==> config.mk <==
export PLATFORM = sky130hd
export DESIGN_NAME = game_round_ctrl
export DESIGN_NICKNAME = d
export VERILOG_FILES = /design/src/rtl/game_round_ctrl.sv
export SDC_FILE = /design/constraint.sdc
export NUM_CORES = 1
export LEC_CHECK = 0
export BUFFER_PORTS_ARGS = -buffer_cell sky130_fd_sc_hd__buf_2
export CAP_MARGIN = 20
export CORE_AREA = 2 2 114 116
export DETAILED_ROUTE_END_ITERATION = 10
export DIE_AREA = 0 0 116 118
export GPL_ROUTABILITY_DRIVEN = 0
export PLACE_DENSITY = 0.47
export SYNTH_ARGS = -nofsm -noshare
export SYNTH_HDL_FRONTEND = slang
export SYNTH_SLANG_ARGS = --single-unit
==> constraint.sdc <==
create_clock -name clk -period 2.5 [get_ports clk]
set_input_delay 0.125 -clock clk [delete_from_list [all_inputs] [get_ports clk]]
set_output_delay 0.125 -clock clk [all_outputs]
set_load 0.1 [all_outputs]
==> src/rtl/game_round_ctrl.sv <==
// Duck Hunt round/duck sequencer: spawns ducks, counts shots, hits and escapes,
// accumulates a saturating score and flags the end of the game.
module game_round_ctrl #(
    parameter int unsigned DUCK_TIMEOUT_CYCLES = 195_000_000,
    parameter int unsigned PAUSE_CYCLES        = 65_000_000,
    parameter int unsigned DUCKS_PER_ROUND     = 10,
    parameter int unsigned SHOTS_PER_DUCK      = 3,
    parameter int unsigned HITS_TO_PASS        = 6,
    parameter int unsigned MAX_ROUNDS          = 9,
    parameter int unsigned HIT_POINTS          = 100
) (
    input  logic        clk,
    input  logic        rst,
    input  logic        game_enable,
    input  logic        shot,
    input  logic        duck_hit,
    output logic        duck_spawn,
    output logic        duck_active,
    output logic        duck_flee,
    output logic        duck_dead,
    output logic [1:0]  shots_left,
    output logic [3:0]  duck_idx,
    output logic [3:0]  hits_in_round,
    output logic [3:0]  round_num,
    output logic [15:0] score,
    output logic        game_won,
    output logic        game_finished
);

    typedef enum logic [2:0] {
        ST_IDLE,
        ST_SPAWN,
        ST_FLIGHT,
        ST_RESOLVE,
        ST_ROUND_END,
        ST_FINISHED
    } state_t;

    localparam logic [31:0] L_FLIGHT_LAST = 32'(DUCK_TIMEOUT_CYCLES - 1);
    localparam logic [31:0] L_PAUSE_LAST  = 32'(PAUSE_CYCLES - 1);
    localparam logic [1:0]  L_SHOTS       = 2'(SHOTS_PER_DUCK);
    localparam logic [3:0]  L_LAST_DUCK   = 4'(DUCKS_PER_ROUND - 1);
    localparam logic [3:0]  L_HITS_PASS   = 4'(HITS_TO_PASS);
    localparam logic [3:0]  L_MAX_ROUND   = 4'(MAX_ROUNDS);

    state_t      r_state;
    logic [31:0] r_timer;
    logic        w_flight_last;
    logic        w_pause_done;
    logic [15:0] w_score_hit;

    function automatic logic [15:0] sat_add_score(input logic [15:0] a);
        logic [16:0] sum;
        sum = {1'b0, a} + 17'(HIT_POINTS);
        return sum[16] ? 16'hFFFF : sum[15:0];
    endfunction

    assign w_flight_last = (r_timer == L_FLIGHT_LAST);
    assign w_pause_done  = (r_timer == L_PAUSE_LAST);
    assign w_score_hit   = sat_add_score(score);

    always_ff @(posedge clk) begin
        if (rst) begin
            r_state       <= ST_IDLE;
            r_timer       <= '0;
            duck_spawn    <= 1'b0;
            duck_active   <= 1'b0;
            duck_flee     <= 1'b0;
            duck_dead     <= 1'b0;
            shots_left    <= '0;
            duck_idx      <= '0;
            hits_in_round <= '0;
            round_num     <= 4'd1;
            score         <= '0;
            game_won      <= 1'b0;
            game_finished <= 1'b0;
        end else begin
            duck_spawn <= 1'b0;
            // Losing game_enable mid-game drops every flag but keeps the counters for the HUD
            if (!game_enable && r_state != ST_IDLE) begin
                r_state       <= ST_IDLE;
                duck_active   <= 1'b0;
                duck_flee     <= 1'b0;
                duck_dead     <= 1'b0;
                game_won      <= 1'b0;
                game_finished <= 1'b0;
            end else begin
                case (r_state)
                    ST_IDLE: begin
                        if (game_enable) begin
                            score         <= '0;
                            hits_in_round <= '0;
                            duck_idx      <= '0;
                            game_won      <= 1'b0;
                            round_num     <= 4'd1;
                            duck_spawn    <= 1'b1;
                            shots_left    <= L_SHOTS;
                            r_state       <= ST_SPAWN;
                        end
                    end
                    ST_SPAWN: begin
                        duck_active <= 1'b1;
                        r_timer     <= '0;
                        r_state     <= ST_FLIGHT;
                    end
                    ST_FLIGHT: begin
                        r_timer <= r_timer + 32'd1;
                        if (shot && duck_hit) begin
                            shots_left    <= shots_left - 2'd1;
                            hits_in_round <= hits_in_round + 4'd1;
                            score         <= w_score_hit;
                            duck_active   <= 1'b0;
                            duck_dead     <= 1'b1;
                            r_timer       <= '0;
                            r_state       <= ST_RESOLVE;
                        end else if (shot) begin
                            shots_left <= shots_left - 2'd1;
                            // A miss on the final timer cycle still lets the duck escape
                            if (shots_left == 2'd1 || w_flight_last) begin
                                duck_active <= 1'b0;
                                duck_flee   <= 1'b1;
                                r_timer     <= '0;
                                r_state     <= ST_RESOLVE;
                            end
                        end else if (w_flight_last) begin
                            duck_active <= 1'b0;
                            duck_flee   <= 1'b1;
                            r_timer     <= '0;
                            r_state     <= ST_RESOLVE;
                        end
                    end
                    ST_RESOLVE: begin
                        r_timer <= r_timer + 32'd1;
                        if (w_pause_done) begin
                            duck_flee <= 1'b0;
                            duck_dead <= 1'b0;
                            r_timer   <= '0;
                            if (duck_idx == L_LAST_DUCK) begin
                                r_state <= ST_ROUND_END;
                            end else begin
                                duck_idx   <= duck_idx + 4'd1;
                                duck_spawn <= 1'b1;
                                shots_left <= L_SHOTS;
                                r_state    <= ST_SPAWN;
                            end
                        end
                    end
                    ST_ROUND_END: begin
                        r_timer <= r_timer + 32'd1;
                        if (w_pause_done) begin
                            r_timer <= '0;
                            if (hits_in_round < L_HITS_PASS) begin
                                game_won      <= 1'b0;
                                game_finished <= 1'b1;
                                r_state       <= ST_FINISHED;
                            end else if (round_num == L_MAX_ROUND) begin
                                game_won      <= 1'b1;
                                game_finished <= 1'b1;
                                r_state       <= ST_FINISHED;
                            end else begin
                                round_num     <= round_num + 4'd1;
                                hits_in_round <= '0;
                                duck_idx      <= '0;
                                duck_spawn    <= 1'b1;
                                shots_left    <= L_SHOTS;
                                r_state       <= ST_SPAWN;
                            end
                        end
                    end
                    ST_FINISHED: begin
                        game_finished <= 1'b1;
                    end
                    default: r_state <= ST_IDLE;
                endcase
            end
        end
    end

endmodule

# Word-level counts from Yosys, hierarchy flattened
# Index checks and enable logic that the tools add are counted.
word_totals:
  register_bits: 71
  latchBits: 0
  ramBits: 0
  rom_bits: 0
  inputBits: 5
  out_inout_bits: 36
  word_cells: 147
  mem_count: 0
op_classes:
  addsub: 6
  n_mul: 0
  div_mod_pow: 0
  n_lt_le_gt_ge: 1
  n_eq_ne: 24
  shift: 0
  mux: 72
  bitwise_logic: 2
  n_reduce_logical: 29
ops:
  columns: ["operator", "count"]
  rows:
  - ["two-way mux 32 bit", 5]
  - ["case mux 32 bit (3 select lines)", 1]
  - ["two-way mux 16 bit", 3]
  - ["two-way mux 4 bit", 11]
  - ["adder 32 x 1 -> 32 bit, second input constant", 1]
  - ["equality test 32 x 26 -> 1 bit, second input constant", 1]
  - ["equality test 32 x 28 -> 1 bit, second input constant", 1]
  - ["case mux 16 bit (2 select lines)", 1]
  - ["two-way mux 3 bit", 10]
  - ["case mux 4 bit (3 select lines)", 2]
  - ["two-way mux 1 bit", 22]
  - ["case mux 3 bit (6 select lines)", 1]
  - ["adder 16 x 7 -> 17 bit, second input constant", 1]
  - ["two-way mux 2 bit", 8]
  - ["!= test 2 bit, second input constant", 8]
  - ["adder 4 x 1 -> 4 bit, second input constant", 3]
  - ["!= test 3 bit, second input constant", 4]
  - ["AND reduction 6 bit", 2]
  - ["nonzero test 3 bit", 4]
  - ["case mux 1 bit (2 select lines)", 5]
  - ["nonzero test 2 bit", 5]
  - ["AND reduction 3 bit", 3]
  - ["AND reduction 9 bit", 1]
  - ["equality test 4 bit, second input constant", 2]
  - ["other kinds (22)", 29]

# Depth between registers and ports, before layout
# Gate-level depths: netlist (run 1).
depth:
  ltp_word: 6
  mapped_depth: 9
  depth_no_buf: 8

# Worst setup path before layout (run 1)
# OpenSTA, ideal clock, no wires.
synth_path:
  path_type: "register to register"
  from: "register score[2]"
  to: "register score[7]"
  setup_ns: 0.091
  t_arrival_ns: 2.518
  t_required_ns: 2.409
  setup_slack_ns: -0.109
  stages_incl_launch_ff: 9
  n_path_buf: 1
  synth_period_minus_slack_ns: 2.609
  path_cell_list: "dfxtp_1 -> ha_1 -> a211oi_1 -> nor2_1 -> nand3_1 -> clkbuf_1 -> a21oi_1 -> nor2_1 -> a311oi_1"
synth_via:
  elab_chain_cells: 4
synth_lines:
  columns: ["element", "line", "rtl"]
  rows:
  - ["from (decl)", "25", "output logic [15:0] score,"]
  - ["from (signal assigned)", "111", "score <= w_score_hit;"]
  - ["adder 16 x 7 -> 17 bit", "54", "sum = {1'b0, a} + 17'(HIT_POINTS);"]
  - ["two-way mux 16 bit", "55", "return sum[16] ? 16'hFFFF : sum[15:0];"]
  - ["two-way mux 16 bit", "108", "if (shot && duck_hit) begin"]
  - ["case mux 16 bit (2 select lines)", "88", "case (r_state)"]
# Every way passes these cells. The select of a mux whose other input is x is not followed.
# A chain may end at the register's enable or synchronous reset.

# Final worst setup path (run 1)
layout_path:
  from: "register r_timer[0]"
  to: "register duck_flee"
layout_via:
  elab_chain_cells: 4
  word_cells_on_any_way: 7
  classes_between: "5 x eq/ne; 2 x reduce/logical"
layout_lines:
  columns: ["element", "line", "rtl"]
  rows:
  - ["from (decl)", "47", "logic [31:0] r_timer;"]
  - ["from (signal assigned)", "107", "r_timer <= r_timer + 32'd1;"]
  - ["from (signal assigned)", "133", "r_timer <= r_timer + 32'd1;"]
  - ["from (signal assigned)", "149", "r_timer <= r_timer + 32'd1;"]
  - ["equality test 32 x 28 -> 1 bit", "58", "assign w_flight_last = (r_timer == L_FLIGHT_LAST);"]
  - ["logical OR 1 bit", "119", "if (shots_left == 2'd1 || w_flight_last) begin"]
  - ["!= test 3 bit (no source line)", null, null]
  - ["AND reduction 5 bit (no source line) *", null, null]
  - ["to (signal assigned)", "68", "duck_flee <= 1'b0;"]
  - ["to (signal assigned)", "121", "duck_flee <= 1'b1;"]
  - ["to (signal assigned)", "127", "duck_flee <= 1'b1;"]
  - ["to (decl)", "19", "output logic duck_flee,"]
# Mark *: on every way between the ends. The rest lies on a longest branch, timed or not.

==> metrics.json, run 1 <==
{
  "max-slew-margin-rel": {"value": 48.7, "unit": "%"},
  "synth_async_sr_flop_share": {"value": 0, "unit": "%"},
  "ir_drop": {"value": 0.432, "unit": "mV"},
  "total_leakage_power": {"value": 0.00178, "unit": "µW"},
  "number_of_iterations_in_the_first_detailed_routing_pass": {"value": 4},
  "busiest_layer": {"value": "met1"},
  "tritoncts_clock_tree": {"value": "built"},
  "synth_cell_type_count": {"value": 64},
  "postRouteAntennaNets": {"value": 0},
  "vias_per_cell": {"value": 5.38},
  "detail_route.wl_per_cell": {"value": 16.0, "unit": "µm"},
  "num_io_pins": {"value": 41},
  "syn_nets": {"value": 518},
  "timing.rr.end": {"value": "duck_flee$_SDFFE_PP0P_"},
  "critical_path_required": {"value": 2.73, "unit": "ns"},
  "synth_top_flop_cell": {"value": "dfxtp_1"},
  "pin_count_of_the_biggest_net_entering_global_routing": {"value": 22},
  "first_global_vias": {"value": 3653},
  "cp-startpoint": {"value": "r_timer[0]$_SDFFE_PP0P_"},
  "cellPowerDensity": {"value": 903, "unit": "nW/µm²"},
  "drv_cap": {"value": 0},
  "critical_path.max_fanout": {"value": 5},
  "core": {"value": 12400, "unit": "µm²"},
  "htree_num_levels": {"value": 3},
  "antenna_found_initial": {"value": 0},
  "grt_use_met3": {"value": 2.99, "unit": "%"},
  "yosysWarnings": {"value": 0},
  "cts.hold.buffers_added": {"value": 0},
  "holdCritPathClass": {"value": "input port to register"},
  "die_ar": {"value": 13700, "unit": "µm²"},
  "synth-seq-cells": {"value": 70},
  "startpoint_type": {"value": "register"},
  "layout-drive-gt1-share": {"value": 18.6, "unit": "%"},
  "vias": {"value": 3963},
  "post_synth_instance_area": {"value": 3920, "unit": "µm²"},
  "dp_hpwl": {"value": 8.46, "unit": "mm"},
  "worst_hold_slack": {"value": 0.206, "unit": "ns"},
  "gr-total-overflow": {"value": 0},
  "fmax": {"value": 416, "unit": "MHz"},
  "tightestPinTransition": {"value": 0.761, "unit": "ns"},
  "run_status": {"value": "finished, final reports clean"},
  "die_h": {"value": 118, "unit": "µm"},
  "count_of_flip_flops_with_a_built_in_enable_after_synthesis": {"value": 0},
  "flop2flop_setup_slack": {"value": 0.1, "unit": "ns"},
  "area_growth_syn_to_layout": {"value": 21.8, "unit": "%"},
  "standard_cell_rows": {"value": 41},
  "cts-buffers-inserted": {"value": 9},
  "timing.final.crit_period": {"value": 2.40, "unit": "ns"},
  "cts_max_path_buffers": {"value": 2},
  "drt_drc_violations_left": {"value": 0},
  "fin_worst_skew": {"value": 0.00724, "unit": "ns"},
  "layout.nets": {"value": 572},
  "seq_area_frac_synth": {"value": 35.7, "unit": "%"},
  "clk_pin_slew_worst_paths": {"value": 0.06, "unit": "ns"},
  "antenna_cells_inserted": {"value": 0},
  "setup_total_negative_slack": {"value": 0, "unit": "ns"},
  "path_class": {"value": "register to register"},
  "grt_setup_unrepaired": {"value": "false"},
  "post-route-period-util": {"value": 96.1, "unit": "%"},
  "dieWidth": {"value": 116, "unit": "µm"},
  "crit_arrival": {"value": 2.63, "unit": "ns"},
  "syn_avg_cell_area": {"value": 7.76, "unit": "µm²"},
  "global_route_wire_length_before_repair": {"value": 19.1, "unit": "mm"},
  "maxSlewViolCount": {"value": 0},
  "grtUsageMet1": {"value": 27.4, "unit": "%"},
  "finalSetupViolCount": {"value": 0},
  "worstSetupEndpoint": {"value": "duck_flee$_SDFFE_PP0P_"},
  "placement.io_buffers": {"value": 40},
  "fillers": {"value": 1326},
  "clkSinkCount": {"value": 70},
  "grtUsageMet2": {"value": 23.8, "unit": "%"},
  "synthCells": {"value": 505},
  "detail_route.wirelength": {"value": 11.8, "unit": "mm"},
  "reg_to_reg_start": {"value": "r_timer[0]$_SDFFE_PP0P_"},
  "initial_utilization": {"value": 31.6, "unit": "%"},
  "clkLatencyLatePin": {"value": 0.34, "unit": "ns"},
  "clock-root-buffer": {"value": "clkbuf_16"},
  "critical_path.endpoint_type": {"value": "register"},
  "hold_violations": {"value": 0},
  "drt_iter0_drc": {"value": 345},
  "track_usage": {"value": 17.6, "unit": "%"},
  "ff2ff_path_depth": {"value": 7}
}
==> flip-flops by register name, summed over array words and instances (netlist names), 2 cells and up <==
| register | cells |
|---|---|
| score | 15 |
| round_num | 4 |
| shots_left | 2 |
| hits_in_round | 4 |
| r_state | 3 |
| duck_idx | 4 |
| r_timer | 32 |
==> worst max-delay path: stages (launching register included) <==
cell	delay (ns)
dfxtp_1	0.42
ha_4	0.19
nand3_2	0.11
or4_4	0.58
nor3_2	0.43
nand2_1	0.14
o211a_1	0.22
a41o_1	0.20
==> through the flow <==
step | util [%] | total power [µW] | setup slack, ns | std cells | area [µm²]
6_report | 38.5 | 4310 | 0.0966 | 736 | 4770
2_1_floorplan | - | 2560 | 0.0700 | 505 | 3930
3_5_place_dp | 35.8 | 3000 | 0.0853 | 720 | 4440
5_1_grt | 38.5 | 4550 | 0.0107 | 736 | 4770
3_3_place_gp | 35.8 | 2980 | 0.158 | 720 | 4440
4_1_cts | 38.2 | 4320 | 0.0763 | 736 | 4740
==> metal layers <==
layer | part of all wire (%) | vias to the layer above
met5 | 0 | -
met4 | 1.7 | 0
met1 | 53 | 1861
met2 | 40 | 103
met3 | 5.1 | 16
li1 | - | 1983
==> layout make-up <==
type | count | area, µm² | share of cell area, %
clock buffers | 12 | 256 | 5.37
repair buffers | 67 | 403 | 8.44
flip-flops and latches | 70 | 1410 | 29.5
multi-input cells | 393 | 2380 | 49.9
inverters | 18 | 67.6 | 1.42
well taps | 172 | 215 | 4.51
clock inverters | 4 | 45.0 | 0.943
==> synthesized netlist by cell type, types with 13 or more instances <==
cell type	number	share of area, %
nor3_1	23	2.9
nand3_1	36	4.6
nor2_1	41	3.9
or3_1	15	2.4
clkbuf_1	13	1.2
and3_1	13	2.1
a21oi_1	41	5.2
o21ai_0	29	3.7
nand2_1	57	5.5
inv_1	18	1.7
dfxtp_1	70	36
nand4_1	16	2.6
==> worst min path at each step <==
stage / start / endpoint / cells after the start
after floorplan: rst / r_state[1]$_SDFFE_PP0P_ / 3
after global placement: game_finished$_SDFFE_PP0P_ / game_finished$_SDFFE_PP0P_ / 2
after detailed placement: game_finished$_SDFFE_PP0P_ / game_finished$_SDFFE_PP0P_ / 2
after CTS: duck_hit / duck_dead$_SDFFE_PP0P_ / 5
after global routing: shot / duck_flee$_SDFFE_PP0P_ / 3
final: duck_hit / duck_dead$_SDFFE_PP0P_ / 5
==> placed cells by master, fill, tap and decap left out, types with 3 or more instances in the layout <==
| master | n |
|---|---|
| nor2_1 | 41 |
| a21o_1 | 3 |
| clkinv_2 | 3 |
| o211ai_1 | 4 |
| dfxtp_1 | 66 |
| nand3_1 | 35 |
| and4_1 | 3 |
| or3_1 | 15 |
| o21ai_0 | 29 |
| a311oi_1 | 3 |
| nor3_1 | 23 |
| nand4_1 | 16 |
| nand2_1 | 57 |
| ha_1 | 7 |
| xor2_1 | 8 |
| buf_2 | 40 |
| a41o_1 | 4 |
| o22ai_1 | 3 |
| nand2b_1 | 6 |
| a21oi_1 | 41 |
| a211o_1 | 3 |
| mux2i_1 | 4 |
| or3b_1 | 3 |
| or2_2 | 4 |
| nor4_1 | 4 |
| clkbuf_16 | 9 |
| dfxtp_2 | 4 |
| and3_1 | 13 |
| o311ai_0 | 5 |
| inv_1 | 18 |
| a31oi_1 | 5 |
| a211oi_1 | 6 |
| buf_4 | 27 |
| nor3b_1 | 3 |
==> what timing repair did <==
| action | in CTS | in global routing |
|---|---|---|
| endpoints found under the setup margin | 0 | 19 |
| setup buffers | 0 | 0 |
| resized for setup | 0 | 5 |
==> where the power goes <==
group	internal (µW)	total (µW)	switching [µW]
combinational	477	1680	1210
sequential	1200	1320	117
clock	821	1300	483
total	2500	4310	1810
==> kinds of logic after synthesis <==
group,synth area share (%)
AND/OR/NAND/NOR,32.2
AO/OA/AOI/OAI,21.9
flip-flops,35.7
buffers and inverters,4.34
XOR/XNOR,2.23
adder cells (fa/ha/maj),2.55
multiplexers,1.02
Power figures use the tool's default switching activity.
==> inputs of run 2 (changes only) <==
--- a/config.mk
+++ b/config.mk
@@ -7,11 +7,11 @@
 export LEC_CHECK = 0
 export BUFFER_PORTS_ARGS = -buffer_cell sky130_fd_sc_hd__buf_2
 export CAP_MARGIN = 20
-export CORE_AREA = 2 2 114 116
+export CORE_AREA = 2 2 106 108
 export DETAILED_ROUTE_END_ITERATION = 10
-export DIE_AREA = 0 0 116 118
+export DIE_AREA = 0 0 108 110
 export GPL_ROUTABILITY_DRIVEN = 0
-export PLACE_DENSITY = 0.47
+export PLACE_DENSITY = 0.53
 export SYNTH_ARGS = -nofsm -noshare
 export SYNTH_HDL_FRONTEND = slang
 export SYNTH_SLANG_ARGS = --single-unit
==> run 2 against run 1 <==
Compared with the run above:
- count of clock-buffer cells in the layout shrank 2
- combinational power is essentially flat
- via count shrank 0.63%
- largest cell class unchanged
- routed wire length shrank 5.6%
- clock power shrank 28%
- worst hold slack lost 0.030 ns
- fmax grew 2.5%
- critical endpoint unchanged
- largest power group unchanged
- total power shrank 8.4%
- non-clock buffer count grew 2
- clock skew grew 0.0037 ns
- highest routed layer unchanged
- setup slack gained 0.059 ns
==> metrics.json, run 2 (synthesized netlist as in run 1, its figures left out) <==
{
  "drv_cap": {"value": 0},
  "fin_worst_skew": {"value": 0.0110, "unit": "ns"},
  "post_cts.repair.setup_buffers": {"value": 0},
  "antenna_found_initial": {"value": 0},
  "clock-root-buffer": {"value": "clkbuf_8"},
  "cellPowerDensity": {"value": 849, "unit": "nW/µm²"},
  "drt_iter0_drc": {"value": 161},
  "min-delay-start": {"value": "duck_hit"},
  "holdCritPathClass": {"value": "input port to register"},
  "largest_register_ff_count": {"value": 32},
  "totalPowerFinal": {"value": 3950, "unit": "µW"},
  "tightestPinTransition": {"value": 0.622, "unit": "ns"},
  "htree_num_levels": {"value": 3},
  "max_flop_register": {"value": "r_timer"},
  "wl_met3": {"value": 454, "unit": "µm"},
  "placement.io_buffers": {"value": 40},
  "dieWidth": {"value": 108, "unit": "µm"},
  "vias": {"value": 3938},
  "die_h": {"value": 110, "unit": "µm"},
  "first_global_vias": {"value": 3715},
  "num_io_pins": {"value": 41},
  "layout-drive-gt1-share": {"value": 19.1, "unit": "%"},
  "fmax": {"value": 427, "unit": "MHz"},
  "reg.largest.list": {"value": "r_timer (32), score (15)"},
  "clk_pin_slew_worst_paths": {"value": 0.08, "unit": "ns"},
  "clkLatencyLatePin": {"value": 0.36, "unit": "ns"},
  "dp_hpwl": {"value": 8.14, "unit": "mm"},
  "finalSetupViolCount": {"value": 0},
  "reg_to_reg_start": {"value": "r_timer[1]$_SDFFE_PP0P_"},
  "total_leakage_power": {"value": 0.00174, "unit": "µW"},
  "timing.final.crit_period": {"value": 2.34, "unit": "ns"},
  "post-route-period-util": {"value": 93.8, "unit": "%"},
  "track_usage": {"value": 19.7, "unit": "%"},
  "multi_input_comb_area": {"value": 2370, "unit": "µm²"},
  "detail_route.wirelength": {"value": 11.1, "unit": "mm"},
  "critical_path_required": {"value": 2.76, "unit": "ns"},
  "final_common_cell": {"value": "dfxtp_1"},
  "run_status": {"value": "finished, final reports clean"},
  "max-slew-margin-rel": {"value": 58.1, "unit": "%"},
  "drt_met1_wl": {"value": 5.13, "unit": "mm"},
  "top_layer_used": {"value": "met4"},
  "grt_setup_unrepaired": {"value": "false"},
  "die_ar": {"value": 11900, "unit": "µm²"},
  "core": {"value": 10700, "unit": "µm²"},
  "cts.hold.buffers_added": {"value": 0},
  "drt_drc_violations_left": {"value": 0},
  "post_cts_gate_resize_count": {"value": 0},
  "critical_path.max_fanout": {"value": 5},
  "critical_path.endpoint_type": {"value": "register"},
  "cts-buffers-inserted": {"value": 9},
  "sequential_cell_area": {"value": 1410, "unit": "µm²"},
  "path_class": {"value": "register to register"},
  "standard_cell_rows": {"value": 38},
  "hold_violations": {"value": 0},
  "ff2ff_path_depth": {"value": 7},
  "pin_count_of_the_biggest_net_entering_global_routing": {"value": 22},
  "clkSinkCount": {"value": 70},
  "postRouteAntennaNets": {"value": 0},
  "most-common-layout-cells": {"value": "dfxtp_1, nand2_1, nor2_1, a21oi_1, buf_2"},
  "hold_path_end": {"value": "duck_dead$_SDFFE_PP0P_"},
  "cts_max_path_buffers": {"value": 2},
  "setup_total_negative_slack": {"value": 0, "unit": "ns"},
  "flop2flop_setup_slack": {"value": 0.16, "unit": "ns"},
  "wl_met2": {"value": 5.34, "unit": "mm"},
  "maxSlewViolCount": {"value": 0},
  "fillers": {"value": 1125},
  "startpoint_type": {"value": "register"},
  "tritoncts_clock_tree": {"value": "built"},
  "layout.nets": {"value": 574},
  "final_core_density": {"value": 43.5, "unit": "%"},
  "whs_path_depth": {"value": 5},
  "crit_arrival": {"value": 2.61, "unit": "ns"},
  "initial_utilization": {"value": 36.6, "unit": "%"},
  "timing.rr.end": {"value": "duck_flee$_SDFFE_PP0P_"},
  "vias_per_cell": {"value": 5.58},
  "global_route_wire_length_before_repair": {"value": 18.3, "unit": "mm"},
  "gr-total-overflow": {"value": 0},
  "number_of_iterations_in_the_first_detailed_routing_pass": {"value": 4},
  "detail_route.wl_per_cell": {"value": 15.7, "unit": "µm"},
  "antenna_cells_inserted": {"value": 0},
  "area_growth_syn_to_layout": {"value": 18.6, "unit": "%"},
  "ir_drop": {"value": 0.436, "unit": "mV"}
}
run 2: where the power goes:
group	total, µW	switching [µW]	leakage, µW	internal [µW]
clock network	936	452	0.000102	484
logic	1710	1200	0.00107	503
registers	1310	102	0.000568	1200
total	3950	1760	0.00174	2190
run 2: worst max-delay path by stage:
stage                                     startpoint  cells after the start  slack (ns)                       end
final                        r_timer[1]$_SDFFE_PP0P_                      7        0.16    duck_flee$_SDFFE_PP0P_
after global routing         r_timer[1]$_SDFFE_PP0P_                      7        0.01  duck_idx[1]$_SDFFE_PP0P_
after CTS                    r_timer[0]$_SDFFE_PP0P_                      7        0.09  r_timer[28]$_SDFFE_PP0P_
after detailed placement     r_timer[0]$_SDFFE_PP0P_                      7         0.1  r_timer[29]$_SDFFE_PP0P_
after global placement       r_timer[0]$_SDFFE_PP0P_                      7        0.19  r_timer[26]$_SDFFE_PP0P_
after floorplan           shots_left[0]$_SDFFE_PP0P_                      7        0.07  r_timer[11]$_SDFFE_PP0P_
run 2: cell type report:
| cell class | count | area share [%] |
|---|---|---|
| Inverter | 18 | 1.45 |
| Timing Repair Buffer | 69 | 9.26 |
| Multi-Input combinational cell | 393 | 51.0 |
| Tap cell | 140 | 3.77 |
| Clock inverter | 6 | 1.32 |
| Sequential cell | 70 | 30.3 |
| Clock buffer | 10 | 2.96 |
run 2: layer usage:
layer | vias to the layer above | track usage, %
met5 | - | 0
met4 | 0 | 6.68
met1 | 1863 | 24.6
li1 | 1979 | -
met2 | 81 | 34.2
met3 | 15 | 3.76
run 2: worst max-delay path: stages (launching register included):
cell,delay (ns)
dfxtp_1,0.42
ha_4,0.18
nand3_2,0.12
or4_4,0.58
nor3_2,0.40
nand2_1,0.14
o211a_1,0.22
a41o_1,0.20
run 2: per-stage QoR:
step                      instances  hold slack (ns)  instance area, µm²  setup slack, ns
after CTS                       706            0.171                4630           0.0903
final                           706            0.176                4650            0.156
after global routing            706            0.220                4650          0.00951
after global placement          690            0.445                4430            0.195
after detailed placement        690            0.441                4430           0.0959
after floorplan                 505            0.325                3930           0.0700
